$ cat config.mk
export PLATFORM = sky130hd
export DESIGN_NAME = taint_arbiter
export DESIGN_NICKNAME = d
export VERILOG_FILES = /design/src/rtl/taint_pkg.sv /design/src/rtl/taint_rr_arb.sv /design/src/rtl/taint_arbiter.sv
export SDC_FILE = /design/constraint.sdc
export NUM_CORES = 1
export LEC_CHECK = 0
export CAP_MARGIN = 5
export CORE_MARGIN = 4
export CORE_UTILIZATION = 42
export DETAILED_ROUTE_END_ITERATION = 8
export PLACE_DENSITY = 0.87
export SYNTH_ARGS = -nofsm -noshare
export SYNTH_HDL_FRONTEND = slang
export SYNTH_SLANG_ARGS = --single-unit
$ cat constraint.sdc
create_clock -name clk -period 8.3 [get_ports clk]
set_input_delay 2.49 -clock clk [delete_from_list [all_inputs] [get_ports clk]]
set_output_delay 2.49 -clock clk [all_outputs]
set_load 0.01 [all_outputs]
$ cat src/rtl/taint_pkg.sv
// Shared constants, slot state type and the tag-propagation function for the taint arbiter.
package taint_pkg;

  localparam int PAIR_W = 64;
  localparam int HALF_W = 32;
  localparam int TAG_HI = 63;
  localparam int TAG_LO = 31;

  typedef enum logic {EMPTY, FULL} slot_state_t;

  // Either tag set taints both halves; payload bits are untouched.
  function automatic logic [PAIR_W-1:0] taint_prop(input logic [PAIR_W-1:0] pair);
    logic t;
    t = pair[TAG_HI] | pair[TAG_LO];
    return {t, pair[TAG_HI-1:HALF_W], t, pair[TAG_LO-1:0]};
  endfunction

endpackage

$ cat src/rtl/taint_rr_arb.sv
// Round-robin arbiter: combinational one-hot grant from the pointer, pointer moves past the winner on advance.
// No backpressure of its own; the caller qualifies the grant and drives advance.
module taint_rr_arb #(
  parameter int NREQ = 2
) (
  input  logic            clk,
  input  logic            rst,
  input  logic [NREQ-1:0] req,
  input  logic [NREQ-1:0] mask,
  input  logic            advance,
  output logic [NREQ-1:0] gnt,
  output logic [1:0]      idx
);

  logic [1:0]      ptr_q, ptr_d;
  logic [NREQ-1:0] elig;
  logic            found;
  int              pos;

  assign elig = req & mask;

  always_comb begin
    gnt   = '0;
    idx   = '0;
    found = 1'b0;
    pos   = 0;
    for (int i = 0; i < NREQ; i++) begin
      pos = int'(ptr_q) + i;
      if (pos >= NREQ) pos = pos - NREQ;
      for (int j = 0; j < NREQ; j++) begin
        if (!found && elig[j] && (j == pos)) begin
          found  = 1'b1;
          gnt[j] = 1'b1;
          idx    = 2'(j);
        end
      end
    end
  end

  always_comb begin
    ptr_d = ptr_q;
    if (advance) begin
      if (int'(idx) == NREQ - 1) ptr_d = '0;
      else                       ptr_d = idx + 2'd1;
    end
  end

  always_ff @(posedge clk or posedge rst) begin
    if (rst) ptr_q <= '0;
    else     ptr_q <= ptr_d;
  end

endmodule

$ cat src/rtl/taint_arbiter.sv
// Round-robin share of one taint stage; result registered 1 cycle after grant, grants only into an empty or draining slot.
// Optional TAINT_LOCK_EN: after a tainted accept, only requester 0 is served until lock_clr.
module taint_arbiter
  import taint_pkg::*;
#(
  parameter int NREQ  = 2,
  parameter int CNT_W = 16
) (
  input  logic                   clk,
  input  logic                   rst,
  input  logic [NREQ-1:0]        req_valid,
  output logic [NREQ-1:0]        req_ready,
  input  logic [PAIR_W*NREQ-1:0] req_data,
  output logic                   rsp_valid,
  input  logic                   rsp_ready,
  output logic [PAIR_W-1:0]      rsp_data,
  output logic [1:0]             rsp_id,
  output logic                   rsp_tainted,
  input  logic                   cnt_clr,
  output logic [CNT_W-1:0]       taint_cnt
`ifdef TAINT_LOCK_EN
  ,
  input  logic                   lock_clr,
  output logic                   locked
`endif
);

  slot_state_t       state_q, state_d;
  logic [PAIR_W-1:0] rsp_data_q, pair_sel, pair_prop;
  logic [1:0]        rsp_id_q, gnt_idx;
  logic              rsp_tainted_q;
  logic [CNT_W-1:0]  cnt_q, cnt_d;
  logic [NREQ-1:0]   gnt, mask;
  logic              grant_en, grant, accept_taint;

  assign grant_en     = (state_q == EMPTY) || rsp_ready;
  assign grant        = grant_en && (|gnt);
  assign req_ready    = grant_en ? gnt : '0;
  assign accept_taint = (state_q == FULL) && rsp_ready && rsp_tainted_q;

`ifdef TAINT_LOCK_EN
  logic locked_q;

  assign mask   = locked_q ? NREQ'(1) : '1;
  assign locked = locked_q;

  // A fresh tainted accept outranks a simultaneous clear.
  always_ff @(posedge clk or posedge rst) begin
    if (rst)               locked_q <= 1'b0;
    else if (accept_taint) locked_q <= 1'b1;
    else if (lock_clr)     locked_q <= 1'b0;
  end
`else
  assign mask = '1;
`endif

  taint_rr_arb #(.NREQ(NREQ)) u_arb (
    .clk     (clk),
    .rst     (rst),
    .req     (req_valid),
    .mask    (mask),
    .advance (grant),
    .gnt     (gnt),
    .idx     (gnt_idx)
  );

  assign pair_sel  = req_data[int'(gnt_idx)*PAIR_W +: PAIR_W];
  assign pair_prop = taint_prop(pair_sel);

  always_comb begin
    state_d = state_q;
    case (state_q)
      EMPTY:   if (grant) state_d = FULL;
      FULL:    if (rsp_ready && !grant) state_d = EMPTY;
      default: state_d = EMPTY;
    endcase
  end

  always_comb begin
    cnt_d = cnt_q;
    if (cnt_clr)                         cnt_d = accept_taint ? CNT_W'(1) : '0;
    else if (accept_taint && ~&cnt_q)    cnt_d = cnt_q + CNT_W'(1);
  end

  always_ff @(posedge clk or posedge rst) begin
    if (rst) begin
      state_q       <= EMPTY;
      rsp_data_q    <= '0;
      rsp_id_q      <= '0;
      rsp_tainted_q <= 1'b0;
      cnt_q         <= '0;
    end else begin
      state_q <= state_d;
      cnt_q   <= cnt_d;
      if (grant) begin
        rsp_data_q    <= pair_prop;
        rsp_id_q      <= gnt_idx;
        rsp_tainted_q <= pair_prop[TAG_HI];
      end
    end
  end

  assign rsp_valid   = (state_q == FULL);
  assign rsp_data    = rsp_data_q;
  assign rsp_id      = rsp_id_q;
  assign rsp_tainted = rsp_tainted_q;
  assign taint_cnt   = cnt_q;

endmodule

After elaboration in Yosys (flattened, before gate mapping)
Cells that the tools add are included.
{ "totals": {"elab_cells": 61, "n_memories": 0, "ram_bits": 0, "output_inout_bits": 86, "inputBits": 134, "rom_bits": 0, "latch_bits": 0, "register_bits": 86} }
{ "classes": {"n_shift": 1, "bitwise_logic": 2, "mul": 0, "n_mux": 19, "reduce_logical": 23, "magnitude_cmp": 2, "n_div": 0, "n_eq_ne": 3, "add_sub_neg": 5} }
{ "op_table": {"columns": ["operator", "n"], "rows": [
  ["$shiftx 128x9->64", 1],
  ["$eq 2x32->1 const A", 2],
  ["$logic_not 32->1", 2],
  ["$mux 32", 2],
  ["$ge 32x3->1 const B", 1],
  ["$mux 16", 2],
  ["$sub 32x3->32 const B", 1],
  ["$add 16x1->16 const B", 1],
  ["$reduce_and 16->1", 1],
  ["$logic_and 1x1->1", 12],
  ["$mux 1", 12],
  ["$logic_not 1->1", 5],
  ["$mux 2", 2],
  ["$add 2x1->3 const B", 1],
  ["$sub 2x2->3 const B", 1],
  ["$add 1x1->2 const B", 1],
  ["$ge 2x2->1 const B", 1],
  ["$pmux 1 s2", 1],
  ["$reduce_bool 2->1", 1],
  ["$reduce_or 2->1", 1],
  ["$eq 1x1->1 const B", 1],
  ["$logic_or 1x1->1", 1],
  ["$not 1->1", 1],
  ["$or 1x1->1", 1]
]} }

Longest topological paths before layout
Gate-level depths: netlist of run 1.
{ "depth": {"ltp_word": 23, "depth_mapped": 7, "mapped_depth_nobuf": 5} }

Cells and area by module
A second synthesis of run 1 with hierarchy kept.
{ "hier_totals": {"hier_cells": 407, "hier_area_um2": 4206.5} }
{ "modules_own_cells": {"columns": ["mod", "area_per_inst_um2", "instances", "seq_area_each_um2", "cells_each"], "rows": [
  ["taint_arbiter", 4103.9, 1, 2052.0, 396],
  ["taint_rr_arb", 102.6, 1, 25.0, 11]
]} }

Least setup slack after synthesis of run 1
No wires, ideal clock.
{ "synth_path": {"kind": "input to output", "start": "input req_valid[0]", "end": "output req_ready[1]", "path_stages": 5, "slack_ns": 2.589, "t_required_ns": 5.810, "n_path_buf": 2, "arrival_time_ns": 3.221, "cell_sequence": "inv_2 o21ai_4 nor2b_1 clkbuf_1 buf_1"} }
{ "synth_via": {"elab_chain_len": 15, "elab_cells_between_ends": 16, "cone_classes": "mux (6); reduce/logical (10)"} }
{ "synth_rtl": {"columns": ["item", "line", "rtl"], "rows": [
  ["from (decl)", "taint_arbiter.sv:11", "input logic [NREQ-1:0] req_valid,"],
  ["$logic_and 1x1->1", "taint_rr_arb.sv:31", "if (!found && elig[j] && (j == pos)) begin"],
  ["$mux 1", "taint_rr_arb.sv:31", null],
  ["$logic_not 1->1", "taint_rr_arb.sv:31", null],
  ["$logic_and 1x1->1 (2 in a row)", "taint_rr_arb.sv:31", null],
  ["$mux 1", "taint_rr_arb.sv:31", null],
  ["$logic_not 1->1", "taint_rr_arb.sv:31", null],
  ["$logic_and 1x1->1 (2 in a row)", "taint_rr_arb.sv:31", null],
  ["$mux 1", "taint_rr_arb.sv:31", null],
  ["$logic_not 1->1", "taint_rr_arb.sv:31", null],
  ["$logic_and 1x1->1 (2 in a row)", "taint_rr_arb.sv:31", null],
  ["$mux 1 (*)", "taint_rr_arb.sv:31", null],
  ["$mux 2 (*)", "taint_arbiter.sv:38", "assign req_ready = grant_en ? gnt : '0;"],
  ["to (decl)", "taint_arbiter.sv:12", "output logic [NREQ-1:0] req_ready,"]
]} }
Mark *: on every way between the ends. The rest lies on a longest branch, timed or not.

Worst setup path in the final report of run 1
{ "layout_path": {"start": "input rsp_ready", "end": "output req_ready[0]"} }
{ "layout_via": {"elab_chain_len": 2} }
{ "layout_rtl": {"columns": ["item", "line", "rtl"], "rows": [
  ["from (decl)", "taint_arbiter.sv:15", "input logic rsp_ready,"],
  ["$logic_or 1x1->1", "taint_arbiter.sv:36", "assign grant_en = (state_q == EMPTY) || rsp_ready;"],
  ["$mux 2", "taint_arbiter.sv:38", null]
]} }
No other way between the ends.

==> results_dict.tcl, run 1 <==
set metrics [dict create \
    post_synth.cell_area_avg_um2 11.2 \
    sw_frac_of_total_pct 29.5 \
    clkTransAtPathRegs_ns 0.08 \
    core_um2 8890 \
    post-route-min-period_ns 6.66 \
    cts-root-buf "clkbuf_8" \
    cp_slowest_stage_delay_ns 0.59 \
    synth_top_area_share_pct 52.5 \
    worst_slew_pin_slew_ns 1.02 \
    cp-start-kind "input port" \
    power.share.clock_pct 25.3 \
    area_growth_syn_to_layout_pct 62.3 \
    finalCritPeriodShare_pct 80.2 \
    grt_pass1_vias 3995 \
    holdPathStages 2 \
    syn_area_um2 3910 \
    rsz0062_at_grt "no" \
    timing.critical_path.mode_cell "clkdlybuf4s50_1" \
    layout-drive-gt1-share_pct 6.10 \
    ys_seq_area_share_pct 52.5 \
    critPathSlowestCell "clkdlybuf4s50_1" \
    grt_max_degree 83 \
    dieArea_um2 10900 \
    setup_ws_ns 1.64 \
    grt_pass1_wl_um 20700 \
    hold_viol 0 \
    drtIter0Drc 169 \
    p_int_uw 829 \
    overflow 0 \
    viasPerCell 5.75 \
    crit_fanout 7 \
    yosys_warnings 0 \
    cts_tree "yes" \
    worst_clock_skew_ns 0.0113 \
    reg2reg_depth 4 \
    vias 3821 \
    io_pins 220 \
    cts_inserted_buffers 9 \
    die_w_um 104 \
    synth_edf_count 0 \
    worstPathRequired_ns 5.81 \
    setup_viol 0 \
    grt.total_usage_pct 23.9 \
    setup_tns_ns 0 \
    synthFlopType "dfrtp_1" \
    gp_congestion 0.908 \
    drc 0 \
    fmax_mhz 150 \
    synth_nets 483 \
    antenna_cells 0 \
    die_y_um 104 \
    p_seq_share_pct 43.2 \
    peakVddDrop_mv 0.0940 \
    cts.sinks 82 \
    htreeDepth 3 \
    clock_path_buffers 2 \
    synthArstFlopShare_pct 100 \
    port_buffers 218 \
    p_comb_share_pct 31.5 \
    hp-class "register to register" \
    power_switching_uw 347 \
    yosysTopAreaCell "dfrtp_1" \
    preCtsSetupSlack_ns 1.68 \
    nets 687 \
    postCtsResizedCells 0 \
    ctsHoldBuffers 0 \
    initial_core_util_pct 43.9 \
    path_class "input port to output port" \
    netlist_instances 348 \
    synth.most_common_cell "dfrtp_1" \
    maxSlewViolCount 0 \
    drt_pass1_iterations 4 \
    p_per_area_nw_per_um2 185 \
    post_cts_buffers 0 \
    fp-row-count 34 \
    antenna_found_initial 0 \
    leakagePower_nw 2.58 \
    arrival_ns 4.17 \
    maxCapViolCount 0 \
    synth_commonest_cells "dfrtp_1, a221o_1, and2_1" \
    synthTopCellsByArea "dfrtp_1, a221o_1, and2_1, clkbuf_1, o21ai_0" \
    outcome "completed" \
    end_kind "output port" \
    final_antenna_net_count 0 \
    wl_per_cell_um 20.0 \
    slew_headroom_pct 31.8 \
    synth_seq_cells 82 \
    path_cells "clkdlybuf4s50_1 > nand2b_1 > and3_1 > clkdlybuf4s50_1" \
    clk_latency_ns 0.35 \
    synth.distinct_cells 49 \
    routed_wl_um 13300 \
    hpwl_um 10100 \
]
## power by group through the flow
stage	logic [mW]	clock network [mW]	registers, mW
after floorplan	0.111	0	0.536
after global placement	0.366	0	0.511
after detailed placement	0.376	0	0.511
after CTS	0.375	0.304	0.508
after global routing	0.392	0.324	0.516
final	0.371	0.297	0.508
## layer usage
metal  global-route usage, %  routed length, um  part of all wire, %
met5                       0                  0                    0
met4                    14.1                730                  5.5
met3                    8.32               1100                  8.3
met2                    40.5               6670                   50
met1                    25.7               4770                   36
## metrics by stage
step	power, mW	area [um2]	hold WS, ns	util [%]	std cells
global route	1.23	6340	0.531	71.3	665
finish	1.18	6340	0.493	71.3	665
CTS	1.19	6340	0.499	71.3	665
global placement	0.877	6140	0.465	69.1	649
floorplan	0.648	3910	0.516	-	348
detailed placement	0.887	6140	0.478	69.1	649
## flip-flops by register name, indices dropped and copies added, names as in the netlist
register,count
rsp_id,1
taint_cnt,16
u_arb.ptr_q,1
rsp_valid,1
rsp_data,63
## final cells by class
type,instances,area [um2]
Tap cell,108,135
Inverter,8,31.3
Sequential cell,82,2050
Timing Repair Buffer,222,2210
Fill cell,644,2550
Multi-Input combinational cell,229,1710
Clock inverter,7,76.3
Clock buffer,9,124
## critical path, delay by kind of cell
kind | cells | cell delay [ns]
buffers and inverters | 2 | 1.16
and+or+nand+nor | 2 | 0.52
## path summary, 6_finish.rpt
check | slack [ns] | startpoint | endpoint
max reg2reg | 6.26 | taint_cnt[11]$_DFFE_PP0P_ | taint_cnt[9]$_DFFE_PP0P_
min reg2reg | 0.49 | rsp_data[57]$_DFFE_PP0P_ | rsp_data[57]$_DFFE_PP0P_
max | 1.64 | rsp_ready | req_ready[0]
max in group asynchronous | 4.86 | rst | rsp_data[51]$_DFFE_PP0P_
min in group asynchronous | 2.77 | rst | taint_cnt[3]$_DFFE_PP0P_
min | 0.49 | rsp_data[57]$_DFFE_PP0P_ | rsp_data[57]$_DFFE_PP0P_
## logic make-up (layout without fill, tap and decap cells)
logic type / Yosys count / count (layout) / share of synthesized area, %
and+or+nand+nor: 120 / 120 / 19.3
AOI/OAI and AO/OA: 100 / 100 / 21.7
DFF: 82 / 82 / 52.5
buffers and inverters: 37 / 246 / 4.16
muxes: 7 / 7 / 1.83
adders and majority gates: 1 / 1 / 0.320
other: 1 / 1 / 0.0960
## cell usage in the layout, fill, tap and decap left out, types with 6 or more instances in the layout
cell type	count
a21oi_1	9
nor2_1	6
inv_1	6
mux2i_1	6
and2_1	56
nand3_1	8
dfrtp_1	82
o21ai_0	14
nand2_1	16
clkdlybuf4s50_1	218
a221o_1	56
clkbuf_8	9
Power figures use the tool's default switching activity.
==> run 2, diff against run 1 <==
--- a/config.mk
+++ b/config.mk
@@ -7,9 +7,9 @@
 export LEC_CHECK = 0
 export CAP_MARGIN = 5
 export CORE_MARGIN = 4
-export CORE_UTILIZATION = 42
+export CORE_UTILIZATION = 35
 export DETAILED_ROUTE_END_ITERATION = 8
-export PLACE_DENSITY = 0.87
+export PLACE_DENSITY = 0.77
 export SYNTH_ARGS = -nofsm -noshare
 export SYNTH_HDL_FRONTEND = slang
 export SYNTH_SLANG_ARGS = --single-unit
==> constraint.sdc (replaced) <==
create_clock -name clk -period 6 [get_ports clk]
set_input_delay 1.8 -clock clk [delete_from_list [all_inputs] [get_ports clk]]
set_output_delay 1.8 -clock clk [all_outputs]
set_load 0.01 [all_outputs]
==> run 2 against run 1 <==
  * Sequential share of layout area fell by 0.27 points
  * First-iteration DRC count rose by 11%
  * Register-to-register slack got worse by 2.4 ns
  * Combinational power rose by 36%
  * Critical endpoint unchanged
  * Clock-buffer cell count rose by 2
  * Design area rose by 0.85%
  * Clock skew fell by 0.0011 ns
  * Largest cell class unchanged
==> results_dict.tcl, run 2 (same netlist as run 1, synthesis figures left out) <==
set metrics [dict create \
    cts_inserted_buffers 9 \
    p_seq_share_pct 43.1 \
    p_comb_share_pct 31.0 \
    cts_tree "yes" \
    postCtsResizedCells 0 \
    worstPathRequired_ns 4.20 \
    ctsHoldBuffers 0 \
    path_cells "clkdlybuf4s50_1 > nand2b_1 > and3_1 > clkdlybuf4s50_1" \
    hold_viol 0 \
    dieArea_um2 12900 \
    cts.sinks 82 \
    maxSlewViolCount 0 \
    fp-row-count 38 \
    port_buffers 218 \
    slew_headroom_pct 51.5 \
    viasPerCell 5.35 \
    drt_pass1_iterations 4 \
    path_class "input port to output port" \
    critPathSlowestCell "clkdlybuf4s50_1" \
    leakagePower_nw 2.58 \
    routed_wl_um 12700 \
    r2r-start "taint_cnt[11]$_DFFE_PP0P_" \
    cts-root-buf "clkbuf_8" \
    outcome "completed" \
    layout_common_cells "clkdlybuf4s50_1, dfrtp_1, and2_1, a221o_1, nand2_1" \
    gp_congestion 0.843 \
    worstHoldStart "rsp_data[53]$_DFFE_PP0P_" \
    die_w_um 114 \
    grt_pass1_wl_um 19900 \
    clk_latency_ns 0.35 \
    timing.critical_path.mode_cell "clkdlybuf4s50_1" \
    final_util_pct 58.7 \
    grt.total_usage_pct 19.3 \
    maxCapViolCount 0 \
    antenna_cells 0 \
    worst_clock_skew_ns 0.0102 \
    htreeDepth 3 \
    p_per_area_nw_per_um2 254 \
    largest_reg_flops 63 \
    drtIter0Drc 187 \
    p_int_mw 1.17 \
    initial_core_util_pct 35.9 \
    setup_tns_ns 0 \
    cp_slowest_stage_delay_ns 0.57 \
    startpoint "rsp_ready" \
    layout-drive-gt1-share_pct 6.10 \
    drc 0 \
    hp-class "register to register" \
    wl_per_cell_um 18.2 \
    die_y_um 114 \
    setup_viol 0 \
    cp-start-kind "input port" \
    peakVddDrop_mv 0.131 \
    worst_slew_pin_slew_ns 0.727 \
    rsz0062_at_grt "no" \
    overflow 0 \
    end_kind "output port" \
    grt_pass1_vias 3885 \
    crit_fanout 7 \
    clock_path_buffers 2 \
    post-route-min-period_ns 5.23 \
    arrival_ns 3.43 \
    area_growth_syn_to_layout_pct 63.7 \
    fill_cells 916 \
    nets 687 \
    fmax_mhz 191 \
    core_um2 10900 \
    grt_max_degree 59 \
    post_cts_buffers 0 \
    power.share.clock_pct 25.9 \
    hpwl_um 9620 \
    sw_frac_of_total_pct 28.3 \
    final_antenna_net_count 0 \
    io_pins 220 \
    antenna_found_initial 0 \
    power_switching_uw 460 \
    final_common_cell "clkdlybuf4s50_1" \
    vias 3730 \
    clkTransAtPathRegs_ns 0.09 \
    finalCritPeriodShare_pct 87.1 \
]
==> run 2: cell count changes in the layout (fill, tap and decap cells not counted) <==
cell,before,now
clkbuf_8,9,11
inv_6,3,0
clkinv_4,0,2
clkinv_2,2,1
==> run 2: final cells by class <==
class | instances | area, um2 | area share (%)
Multi-Input combinational cell | 229 | 1710 | 26.7
Tap cell | 140 | 175 | 2.74
Sequential cell | 82 | 2050 | 32.1
Inverter | 8 | 31.3 | 0.489
Clock inverter | 5 | 62.6 | 0.978
Clock buffer | 11 | 151 | 2.37
Timing Repair Buffer | 222 | 2210 | 34.6
==> run 2: power groups by stage <==
stage          sequential (mW)  clock, mW  combinational (mW)
3_5_place_dp             0.708          0               0.512
4_1_cts                  0.702      0.435               0.513
6_report                 0.701      0.421               0.505
3_3_place_gp             0.706          0               0.503
2_1_floorplan            0.742          0               0.154
5_1_grt                  0.713      0.457               0.536
==> run 2: stage by stage <==
step / worst slack [ns] / std cells / total power [mW] / hold slack (ns) / area [um2]
after floorplan: 1.67 / 348 / 0.896 / 0.516 / 3910
after global placement: 0.771 / 681 / 1.21 / 0.467 / 6180
after detailed placement: 0.786 / 681 / 1.22 / 0.473 / 6180
after CTS: 0.765 / 697 / 1.65 / 0.496 / 6390
after global routing: 0.713 / 697 / 1.71 / 0.511 / 6390
final: 0.773 / 697 / 1.63 / 0.488 / 6390
==> run 2: layer usage <==
metal / track usage [%] / vias to the layer above / share of wire [%]
li1: - / 1733 / -
met1: 22.3 / 1837 / 39
met2: 34.4 / 147 / 52
met3: 6.21 / 13 / 8.1
met4: 4.89 / 0 / 1.2
met5: 0 / - / 0
==> run 2: worst max-delay path: cells and delay by family <==
kind	cells	cell delay (ns)
buf+inv	2	1.13
simple gates	2	0.49
==> run 2: path summary, 6_finish.rpt <==
kind / cells past startpoint / slack, ns / end
setup / recovery: 4 / 0.77 / req_ready[0]
hold / removal: 2 / 0.49 / rsp_data[53]$_DFFE_PP0P_
setup reg to reg: 4 / 3.90 / taint_cnt[9]$_DFFE_PP0P_
hold reg to reg: 2 / 0.49 / rsp_data[53]$_DFFE_PP0P_
max in group asynchronous: 3 / 3.14 / rsp_data[25]$_DFFE_PP0P_
min in group asynchronous: 2 / 1.87 / taint_cnt[3]$_DFFE_PP0P_
==> run 3, diff against run 2 <==
--- a/config.mk
+++ b/config.mk
@@ -7,9 +7,10 @@
 export LEC_CHECK = 0
 export CAP_MARGIN = 5
 export CORE_MARGIN = 4
-export CORE_UTILIZATION = 35
+export CORE_UTILIZATION = 50
 export DETAILED_ROUTE_END_ITERATION = 8
-export PLACE_DENSITY = 0.77
+export DONT_BUFFER_PORTS = 1
+export PLACE_DENSITY = 0.68
 export SYNTH_ARGS = -nofsm -noshare
 export SYNTH_HDL_FRONTEND = slang
 export SYNTH_SLANG_ARGS = --single-unit
==> run 3 against run 2 <==
  * Hold slack better by 0.081 ns
  * Combinational power down 66%
  * Clock-buffer cell count unchanged
  * Flip-flop and latch count unchanged
  * Critical endpoint unchanged
  * Global-route usage up 2.4 points
  * Total power down 14%
  * Design area down 35%
  * Register-to-register slack about the same
  * Highest routed layer unchanged
  * Largest cell class is now flip-flops and latches
  * Worst setup slack better by 0.80 ns
==> results_dict.tcl, run 3 (same netlist as run 1, synthesis figures left out) <==
set metrics [dict create \
    finalCritPeriodShare_pct 73.7 \
    cts_inserted_buffers 9 \
    cp_slowest_stage_delay_ns 0.40 \
    clkTransAtPathRegs_ns 0.08 \
    layout_common_cells "dfrtp_1, and2_1, a221o_1" \
    nets 469 \
    worstPathRequired_ns 4.20 \
    io_pins 220 \
    clk_latency_ns 0.34 \
    p_seq_share_pct 54.7 \
    clock_path_buffers 2 \
    drtIter0Drc 118 \
    core_um2 7410 \
    post_cts_buffers 0 \
    power.total_mw 1.40 \
    arrival_ns 2.62 \
    antenna_found_initial 1 \
    viasPerCell 6.58 \
    dieArea_um2 9290 \
    worst_slew_pin_slew_ns 0.708 \
    fin_area_um2 4190 \
    htreeDepth 3 \
    final_util_pct 56.5 \
    maxSlewViolCount 0 \
    slew_headroom_pct 52.8 \
    wl_per_cell_um 23.5 \
    cp-start-kind "input port" \
    overflow 0 \
    path_cells "nand2b_1 > and3_1 > buf_4" \
    cts.sinks 82 \
    outcome "completed" \
    hold_viol 0 \
    grt_pass1_wl_um 15500 \
    leakagePower_nw 1.76 \
    hp-class "register to register" \
    fmax_mhz 226 \
    fill_cells 634 \
    grt_max_degree 72 \
    power_switching_uw 413 \
    routed_wl_um 10300 \
    worst_clock_skew_ns 0.00855 \
    crit_fanout 58 \
    cts-root-buf "clkbuf_8" \
    cts_tree "yes" \
    hpwl_um 7440 \
    sw_frac_of_total_pct 29.5 \
    final_common_cell "dfrtp_1" \
    post-route-min-period_ns 4.42 \
    area_growth_syn_to_layout_pct 7.18 \
    critical-path-top-delay-family "simple AND/OR/NAND/NOR gates" \
    drt_pass1_iterations 5 \
    setup_tns_ns 0 \
    initial_core_util_pct 52.7 \
    vias 2890 \
    final_antenna_net_count 0 \
    gp_congestion 0.847 \
    p_comb_share_pct 12.4 \
    grt_pass1_vias 2906 \
    path_class "input port to output port" \
    path_buf_inv 1 \
    die_w_um 96.4 \
    end_kind "output port" \
    drc 0 \
    maxCapViolCount 0 \
    setup_viol 0 \
    peakVddDrop_mv 0.143 \
    p_per_area_nw_per_um2 334 \
    layout-drive-gt1-share_pct 10.0 \
    fp-row-count 31 \
    rsz0062_at_grt "no" \
    power.share.clock_pct 33.0 \
    critPathSlowestCell "buf_4" \
    port_buffers 0 \
    p_int_uw 987 \
    die_y_um 96.4 \
    largest_reg_flops 63 \
    postCtsResizedCells 0 \
    grt.total_usage_pct 21.7 \
    dpl_cell_area_um2 3950 \
    ctsHoldBuffers 0 \
]
## run 3: worst min-delay path, cell delays in order (launching register included)
cell,delay [ns]
dfrtp_1,0.41
nand2_1,0.06
o21ai_0,0.06
## run 3: worst paths after layout
check	cells after the start	from	slack, ns	end
worst min register to register	2	rsp_data[54]$_DFFE_PP0P_	0.57	rsp_data[54]$_DFFE_PP0P_
worst max-delay path	3	rsp_ready	1.58	req_ready[0]
worst max register to register	4	taint_cnt[11]$_DFFE_PP0P_	3.90	taint_cnt[9]$_DFFE_PP0P_
worst min-delay path	2	rsp_data[54]$_DFFE_PP0P_	0.57	rsp_data[54]$_DFFE_PP0P_
max in group asynchronous	2	rst	3.63	taint_cnt[0]$_DFFE_PP0P_
min in group asynchronous	1	rst	1.38	rsp_data[60]$_DFFE_PP0P_
## run 3: routing by layer
metal	vias to the layer above	wire, um	GRT usage [%]
met1	1424	3800	27.1
met5	-	0	0
met2	158	5300	35.5
met4	0	140	7.24
li1	1296	-	-
met3	12	1070	7.28
## run 3: area by class of cell
type	count	area [um2]	area share (%)
sequential	82	2050	49.0
multi-input combinational	229	1710	40.9
clock buffer	11	151	3.62
tap	99	124	2.96
clock inverter	5	85.1	2.03
inverter	8	31.3	0.747
timing repair buffer	4	30.0	0.717
antenna	1	2.50	0.0598
## run 3: power groups by stage
stage	Combinational [mW]	Clock [mW]	Sequential, mW
floorplan	0.154	0	0.742
global placement	0.168	0	0.777
detailed placement	0.177	0	0.775
CTS	0.176	0.474	0.768
global route	0.195	0.501	0.776
finish	0.173	0.462	0.765
## run 3: stage by stage
| step | cells | setup WS [ns] | hold WS [ns] |
|---|---|---|---|
| after detailed placement | 422 | 1.57 | 0.557 |
| after global placement | 422 | 1.63 | 0.557 |
| final | 439 | 1.58 | 0.568 |
| after CTS | 438 | 1.57 | 0.577 |
| after global routing | 439 | 1.51 | 0.599 |
| after floorplan | 348 | 1.67 | 0.516 |
